## src/rtl/i3c_params.v

```verilog
// rtl/i3c_params.v - shared DMA channel state and beat-size encodings
`ifndef I3C_PARAMS_V
`define I3C_PARAMS_V
`define I3C_DMA_ST_IDLE 2'd0
`define I3C_DMA_ST_REQ 2'd1
`define I3C_DMA_ST_GAP 2'd2
`define I3C_DMA_UNIT_1B 2'd0
`define I3C_DMA_UNIT_2B 2'd1
`define I3C_DMA_UNIT_4B 2'd2
`define I3C_DMA_UNIT_RSVD 2'd3
`endif

```

## src/rtl/i3c_dma_burst_ctrl_pkg.sv

```systemverilog
// rtl/i3c_dma_burst_ctrl_pkg.sv - channel state type and beat-size helpers
`include "i3c_params.v"

package i3c_dma_burst_ctrl_pkg;

  typedef enum logic [1:0] {
    ST_IDLE = `I3C_DMA_ST_IDLE,
    ST_REQ  = `I3C_DMA_ST_REQ,
    ST_GAP  = `I3C_DMA_ST_GAP
  } chan_state_e;

  // Reserved encoding behaves as 4-byte beats.
  function automatic logic [2:0] unit_bytes(input logic [1:0] unit_sz);
    case (unit_sz)
      `I3C_DMA_UNIT_1B: return 3'd1;
      `I3C_DMA_UNIT_2B: return 3'd2;
      default:          return 3'd4;
    endcase
  endfunction

  function automatic logic [1:0] unit_shift(input logic [1:0] unit_sz);
    case (unit_sz)
      `I3C_DMA_UNIT_1B: return 2'd0;
      `I3C_DMA_UNIT_2B: return 2'd1;
      default:          return 2'd2;
    endcase
  endfunction

endpackage

```

## src/rtl/i3c_dma_burst_ctrl_if.sv

```systemverilog
// rtl/i3c_dma_burst_ctrl_if.sv - DMA request/ack handshake bundle for both channels

interface i3c_dma_burst_ctrl_if;
  logic       dma_req_fb;
  logic       dma_req_tb;
  logic       dma_req_fb_ack;
  logic       dma_req_tb_ack;
  logic       dma_last_fb;
  logic       dma_last_tb;
  logic [1:0] dma_err;

  modport master (
    output dma_req_fb, dma_req_tb, dma_last_fb, dma_last_tb, dma_err,
    input  dma_req_fb_ack, dma_req_tb_ack
  );

  modport slave (
    input  dma_req_fb, dma_req_tb, dma_last_fb, dma_last_tb, dma_err,
    output dma_req_fb_ack, dma_req_tb_ack
  );
endinterface

```

## src/rtl/i3c_dma_burst_chan.sv

```systemverilog
// rtl/i3c_dma_burst_chan.sv - one DMA channel: threshold check, beat counter, IDLE/REQ/GAP FSM
// Last-beat flop present only when I3C_DMA_LAST_EN is defined.

module i3c_dma_burst_chan
  import i3c_dma_burst_ctrl_pkg::*;
#(
  parameter int LVL_W     = 5,
  parameter int BURST_W   = 3,
  parameter int HAS_FLUSH = 0
) (
  input  logic               PCLK,
  input  logic               PRESETn,
  input  logic               en,
  input  logic [1:0]         unit_sz,
  input  logic [BURST_W-1:0] blen,
  input  logic [LVL_W-1:0]   level,
  input  logic               flush,
  input  logic               ack,
  output logic               req,
  output logic               last,
  output logic               err
);

  localparam int NW = LVL_W + BURST_W + 2;

  chan_state_e        state, state_n;
  logic [BURST_W-1:0] cnt, cnt_n;
  logic [NW-1:0]      unit_w, need, level_w;
  logic [LVL_W-1:0]   lvl_beats;
  logic [BURST_W-1:0] flush_cnt;
  logic               flush_ok;
  logic               err_set;
  logic               req_q;
  logic               err_q;

  assign unit_w    = NW'(unit_bytes(unit_sz));
  assign level_w   = NW'(level);
  assign need      = (NW'(blen) + NW'(1)) * unit_w;
  // Flush bursts only start when level < need, so level/unit never exceeds blen.
  assign lvl_beats = level >> unit_shift(unit_sz);
  assign flush_cnt = BURST_W'(lvl_beats - LVL_W'(1));
  assign flush_ok  = (HAS_FLUSH != 0) && flush && (level_w < need) && (level_w >= unit_w);

  always_comb begin
    state_n = state;
    cnt_n   = cnt;
    err_set = 1'b0;
    case (state)
      ST_IDLE: begin
        if (en && level_w >= need) begin
          state_n = ST_REQ;
          cnt_n   = blen;
        end else if (en && flush_ok) begin
          state_n = ST_REQ;
          cnt_n   = flush_cnt;
        end
      end
      ST_REQ: begin
        if (ack) begin
          err_set = (level_w < unit_w);
          if (cnt == '0) state_n = ST_GAP;
          else           cnt_n   = cnt - BURST_W'(1);
        end
      end
      ST_GAP:  state_n = ST_IDLE;
      default: state_n = ST_IDLE;
    endcase
    // Disable beats a same-cycle ack.
    if (!en) begin
      state_n = ST_IDLE;
      cnt_n   = '0;
      err_set = 1'b0;
    end
  end

  always_ff @(posedge PCLK or negedge PRESETn) begin
    if (!PRESETn) begin
      state <= ST_IDLE;
      cnt   <= '0;
      req_q <= 1'b0;
      err_q <= 1'b0;
    end else begin
      state <= state_n;
      cnt   <= cnt_n;
      req_q <= (state_n == ST_REQ);
      err_q <= en ? (err_q | err_set) : 1'b0;
    end
  end

  assign req = req_q;
  assign err = err_q;

`ifdef I3C_DMA_LAST_EN
  logic last_q;
  always_ff @(posedge PCLK or negedge PRESETn) begin
    if (!PRESETn) last_q <= 1'b0;
    else          last_q <= (state_n == ST_REQ) && (cnt_n == '0);
  end
  assign last = last_q;
`else
  assign last = 1'b0;
`endif

endmodule

```

## src/rtl/i3c_dma_burst_ctrl.sv

```systemverilog
// rtl/i3c_dma_burst_ctrl.sv - RX/TX I3C DMA burst request controller
// Last-beat outputs are driven only when I3C_DMA_LAST_EN is defined.

module i3c_dma_burst_ctrl
  import i3c_dma_burst_ctrl_pkg::*;
#(
  parameter int LVL_W   = 5,
  parameter int BURST_W = 3
) (
  input  logic                 PCLK,
  input  logic                 PRESETn,
  input  logic                 rx_en,
  input  logic                 tx_en,
  input  logic [1:0]           unit_sz,
  input  logic [BURST_W-1:0]   rx_blen,
  input  logic [BURST_W-1:0]   tx_blen,
  input  logic [LVL_W-1:0]     rx_level,
  input  logic [LVL_W-1:0]     tx_space,
  input  logic                 rx_flush,
  i3c_dma_burst_ctrl_if.master bus
);

  // Holds both channels idle for the first edge after reset release.
  logic run;

  always_ff @(posedge PCLK or negedge PRESETn) begin
    if (!PRESETn) run <= 1'b0;
    else          run <= 1'b1;
  end

  logic rx_err, tx_err;

  i3c_dma_burst_chan #(.LVL_W(LVL_W), .BURST_W(BURST_W), .HAS_FLUSH(1)) u_rx (
    .PCLK    (PCLK),
    .PRESETn (PRESETn),
    .en      (rx_en & run),
    .unit_sz (unit_sz),
    .blen    (rx_blen),
    .level   (rx_level),
    .flush   (rx_flush),
    .ack     (bus.dma_req_fb_ack),
    .req     (bus.dma_req_fb),
    .last    (bus.dma_last_fb),
    .err     (rx_err)
  );

  i3c_dma_burst_chan #(.LVL_W(LVL_W), .BURST_W(BURST_W), .HAS_FLUSH(0)) u_tx (
    .PCLK    (PCLK),
    .PRESETn (PRESETn),
    .en      (tx_en & run),
    .unit_sz (unit_sz),
    .blen    (tx_blen),
    .level   (tx_space),
    .flush   (1'b0),
    .ack     (bus.dma_req_tb_ack),
    .req     (bus.dma_req_tb),
    .last    (bus.dma_last_tb),
    .err     (tx_err)
  );

  assign bus.dma_err = {tx_err, rx_err};

endmodule
```

## src/flat_wrapper.sv

```systemverilog
// flat-port wrapper written by rule: the top's interface ports become plain ports
module i3c_dma_burst_ctrl_flat import i3c_dma_burst_ctrl_pkg::*;
#(
  parameter int LVL_W   = 5,
  parameter int BURST_W = 3
)
  (PCLK, PRESETn, rx_en, tx_en, unit_sz, rx_blen, tx_blen, rx_level, tx_space, rx_flush, bus_dma_req_fb, bus_dma_req_tb, bus_dma_last_fb, bus_dma_last_tb, bus_dma_err, bus_dma_req_fb_ack, bus_dma_req_tb_ack);
  i3c_dma_burst_ctrl_if bus_i ();
  input  logic PCLK;
  input  logic PRESETn;
  input  logic rx_en;
  input  logic tx_en;
  input  logic [1:0] unit_sz;
  input  logic [BURST_W-1:0] rx_blen;
  input  logic [BURST_W-1:0] tx_blen;
  input  logic [LVL_W-1:0] rx_level;
  input  logic [LVL_W-1:0] tx_space;
  input  logic rx_flush;
  output wire logic [$bits(bus_i.dma_req_fb)-1:0] bus_dma_req_fb;
  output wire logic [$bits(bus_i.dma_req_tb)-1:0] bus_dma_req_tb;
  output wire logic [$bits(bus_i.dma_last_fb)-1:0] bus_dma_last_fb;
  output wire logic [$bits(bus_i.dma_last_tb)-1:0] bus_dma_last_tb;
  output wire logic [$bits(bus_i.dma_err)-1:0] bus_dma_err;
  input wire logic [$bits(bus_i.dma_req_fb_ack)-1:0] bus_dma_req_fb_ack;
  input wire logic [$bits(bus_i.dma_req_tb_ack)-1:0] bus_dma_req_tb_ack;
  assign bus_dma_req_fb = bus_i.dma_req_fb;
  assign bus_dma_req_tb = bus_i.dma_req_tb;
  assign bus_dma_last_fb = bus_i.dma_last_fb;
  assign bus_dma_last_tb = bus_i.dma_last_tb;
  assign bus_dma_err = bus_i.dma_err;
  assign bus_i.dma_req_fb_ack = bus_dma_req_fb_ack;
  assign bus_i.dma_req_tb_ack = bus_dma_req_tb_ack;
  i3c_dma_burst_ctrl #(.LVL_W(LVL_W), .BURST_W(BURST_W)) u_core (.PCLK(PCLK), .PRESETn(PRESETn), .rx_en(rx_en), .tx_en(tx_en), .unit_sz(unit_sz), .rx_blen(rx_blen), .tx_blen(tx_blen), .rx_level(rx_level), .tx_space(tx_space), .rx_flush(rx_flush), .bus(bus_i));
endmodule
```

## config.mk

```make
export PLATFORM = sky130hd
export DESIGN_NAME = i3c_dma_burst_ctrl_flat
export DESIGN_NICKNAME = d
export VERILOG_FILES = /design/src/rtl/i3c_dma_burst_ctrl_pkg.sv /design/src/rtl/i3c_dma_burst_ctrl_if.sv /design/src/rtl/i3c_dma_burst_chan.sv /design/src/rtl/i3c_dma_burst_ctrl.sv /design/src/flat_wrapper.sv
export VERILOG_INCLUDE_DIRS = /design/src /design/src/rtl
export SDC_FILE = /design/constraint.sdc
export NUM_CORES = 1
export LEC_CHECK = 0
export BUFFER_PORTS_ARGS = -buffer_cell sky130_fd_sc_hd__buf_2
export CORE_ASPECT_RATIO = 0.7
export CORE_MARGIN = 10
export CORE_UTILIZATION = 40
export DETAILED_ROUTE_END_ITERATION = 8
export SETUP_SLACK_MARGIN = 0.4
export SYNTH_ARGS = -nofsm -noshare
export SYNTH_HDL_FRONTEND = slang
export SYNTH_SLANG_ARGS = --single-unit
```

## constraint.sdc

```tcl
create_clock -name PCLK -period 2.1 [get_ports PCLK]
set_input_delay 0.21 -clock PCLK [delete_from_list [all_inputs] [get_ports PCLK]]
set_output_delay 0.21 -clock PCLK [all_outputs]
set_load 0.1 [all_outputs]
```

==> impl_metrics.ini <==
[die]
rows = 21
start_util = 0.408
core_area_sq_um = 4730
die_w_microns = 103
dieHeight_microns = 78.1
ioPinCount = 31
fp.dieArea_sq_um = 8050

[worst_setup_path]
cp_data_arrival_time_ps = 3410
r2r-end = u_core.u_rx.cnt[1]$_DFFE_PN0P_
worst-r2r-cell-count = 4
critical_path_required_ps = 2250
path_class = in2reg
endpoint_kind = flip-flop
ff2ff_setup_slack_ps = 290
r2r_start = u_core.u_rx.state[1]$_DFF_PN0_
cp_max_fo = 3
startpoint_type = input port

[cells_and_area]
n_antenna_cell = 0
layout.area.seq_sq_um = 375
fillers = 456
multi_input_area_sq_um = 1670
fin_area_sq_um = 2680
drive_gt1_frac = 0.380
syn_to_final_growth_pct = 38.9
layout.nets = 353

[sta]
grt_setup_unrepaired = yes
fin_skew_ps = 2.45
fmax_mhz = 306
hold_viol = 0
tightest_slew_ps = 897
final_max_slew_viol_count = 0
min_period_ps = 3260
worst_slack_ps = -1160
slew_headroom = 0.394
finalSetupViolCount = 10
period_share = 1.55

[global_route]
antenna_found_initial = 0
grt_max_degree = 16
grt_pass1_vias = 1891
grt_overflow = 0
grt.total_usage = 0.132
grt_pass1_wl_mm = 8.79

[clock_tree]
cts.sinks = 15
cts_made_buffers = 3
cts_max_path_buffers = 2
clk_pin_slew_ps = 70
cts_tree = done
clk-insertion-delay-late_ps = 260
htree_levels = 1
cts_root_buffer = clkbuf_8

[place]
place_area_sq_um = 2370
dp_hpwl_mm = 4.14
port_buffers = 28
place_congestion = 0.853

[synth]
syn-cell-area_sq_um = 1930
ys.flop_type = dfrtp_1
synth.distinct_cells = 50
ys_seq_elements = 15
synth_cells = 229
synth_adder_area_share = 0.283
async_flop_share = 1.00
synthTopCellsByArea = ha_1 22%, dfrtp_1 19%, fa_1 6.2%
synth_xor_area_frac = 0.0227
netlist.area_leader.share = 0.220
synth_compound_area_frac = 0.174
synth_common_cells = 34 x ha_1, 31 x nor2_1, 21 x inv_1
yosysMostFrequentCell = ha_1
synthSimpleGateAreaFrac = 0.222
synth-edff-count = 0
ys_warn_count = 0
synth_top_family_by_area = adder cells
synth_area_per_cell_sq_um = 8.43
synth_top_cell_by_area = ha_1
synth_mux_area_frac = 0.0363
yosysSeqAreaShare = 0.194

[drt]
firstDrtPassIters = 4
vias_per_cell = 5.20
drt_wl_total_mm = 5.05
postRouteAntennaNets = 0
vias = 1790
drc_errors = 0
wl_per_cell_microns = 14.7
drt_iter0_drc = 66

[outcome]
status = finished with violations
violations = negative setup slack

[hold_path]
hp-class = in2reg
min_to = u_core.u_tx.state[1]$_DFF_PN0_
whs_path_depth = 3
hp-start = tx_en

[power_and_ir_drop]
p_leak_nw = 1.28
powerDensity_nw_per_um2 = 476
power.total_mw = 1.28
peakVddDrop_mv = 0.219

[flow_run]
maxCapViolations = 0
worst max-delay path by stage:
stage | start | end | slack (ps) | cells past startpoint
floorplan | unit_sz[0] | u_core.u_rx.cnt[0]$_DFFE_PN0P_ | -1300 | 15
global placement | rx_blen[0] | u_core.u_rx.cnt[0]$_DFFE_PN0P_ | -1480 | 15
detailed placement | rx_blen[0] | u_core.u_rx.cnt[1]$_DFFE_PN0P_ | -1600 | 15
CTS | rx_blen[1] | u_core.u_rx.cnt[1]$_DFFE_PN0P_ | -1130 | 15
global route | rx_blen[1] | u_core.u_rx.cnt[1]$_DFFE_PN0P_ | -1280 | 16
finish | rx_blen[1] | u_core.u_rx.cnt[1]$_DFFE_PN0P_ | -1160 | 16
final cells by class:
| class | count | share of cell area |
|---|---|---|
| multi-input cells | 186 | 0.622 |
| repair buffers | 60 | 0.161 |
| flip-flops and latches | 15 | 0.140 |
| inverters | 22 | 0.0336 |
| well taps | 57 | 0.0266 |
| clock buffers | 3 | 0.0154 |
| clock inverters | 1 | 0.00187 |
sequential cells by signal (all words and copies together), names as in the netlist:
register / cells
u_core.u_tx.state: 2
u_core.u_tx.req: 1
u_core.u_rx.req: 1
u_core.u_tx.err: 1
u_core.u_rx.state: 2
u_core.run: 1
u_core.u_rx.cnt: 3
u_core.u_rx.err: 1
u_core.u_tx.cnt: 3
what timing repair did:
item | in CTS | in global routing
resized for setup | 23 | 23
endpoints found under the hold margin | 15 | 0
pin swaps | 25 | 19
endpoints found under the setup margin | 10 | 10
buffers inserted | 4 | 3
hold buffers | 1 | 0
layer usage:
| metal | share of wire | global-route usage | vias up |
|---|---|---|---|
| met4 | 0.013 | 0.0374 | 0 |
| met2 | 0.45 | 0.214 | 29 |
| met5 | 0 | 0 | - |
| li1 | - | - | 936 |
| met3 | 0.040 | 0.0280 | 8 |
| met1 | 0.49 | 0.173 | 817 |
logic make-up after synthesis:
kind of cell	Yosys count
and+or+nand+nor	85
AOI/OAI and AO/OA	47
adders and majority gates	40
buffers and inverters	29
DFF	15
muxes	6
xor gates and xnor gates	5
other	2
layout by cell type, fill, tap and decap left out, types with 4 or more instances in the layout:
cell type  Yosys  layout
mux2i_1        4       4
nor2b_1        4       4
inv_2          0       5
a21oi_1       14      11
fa_1           6       4
nor2_1        31      28
buf_2          1      24
buf_4          4      28
and2_1         4       4
dfrtp_1       15      15
nand3_1       11      10
ha_1          34      28
a21o_1         4       4
ha_4           0       4
buf_6          0       4
nand2_1       11       8
nand2b_1       4       4
inv_1         21      15
critical path, cell delays in order:
cell,delay [ps]
buf_8,100
ha_4,160
xnor2_4,210
nor2_4,40
fa_1,490
ha_2,180
inv_2,40
fa_2,330
xor2_1,160
ha_1,320
nand3_2,110
o21bai_4,190
a22oi_2,160
o221ai_2,130
a21o_2,260
mux2_4,300
power breakdown:
part           switching (mW)  internal, mW
combinational           0.374         0.319
clock                   0.118         0.132
sequential             0.0213         0.313
total                   0.514         0.764
per-stage QoR:
| stage | setup slack (ps) | utilization | setup TNS [ps] | std cells | hold WS (ps) |
|---|---|---|---|---|---|
| 3_5_place_dp | -1600 | 0.501 | -13220 | 332 | 136 |
| 4_1_cts | -1130 | 0.538 | -9220 | 341 | 213 |
| 5_1_grt | -1280 | 0.567 | -9890 | 344 | 224 |
| 6_report | -1160 | 0.567 | -8580 | 344 | 208 |
| 2_1_floorplan | -1300 | - | -9840 | 230 | -85.6 |
| 3_3_place_gp | -1480 | 0.501 | -12640 | 332 | 135 |
(Power assumes the default switching activity.)
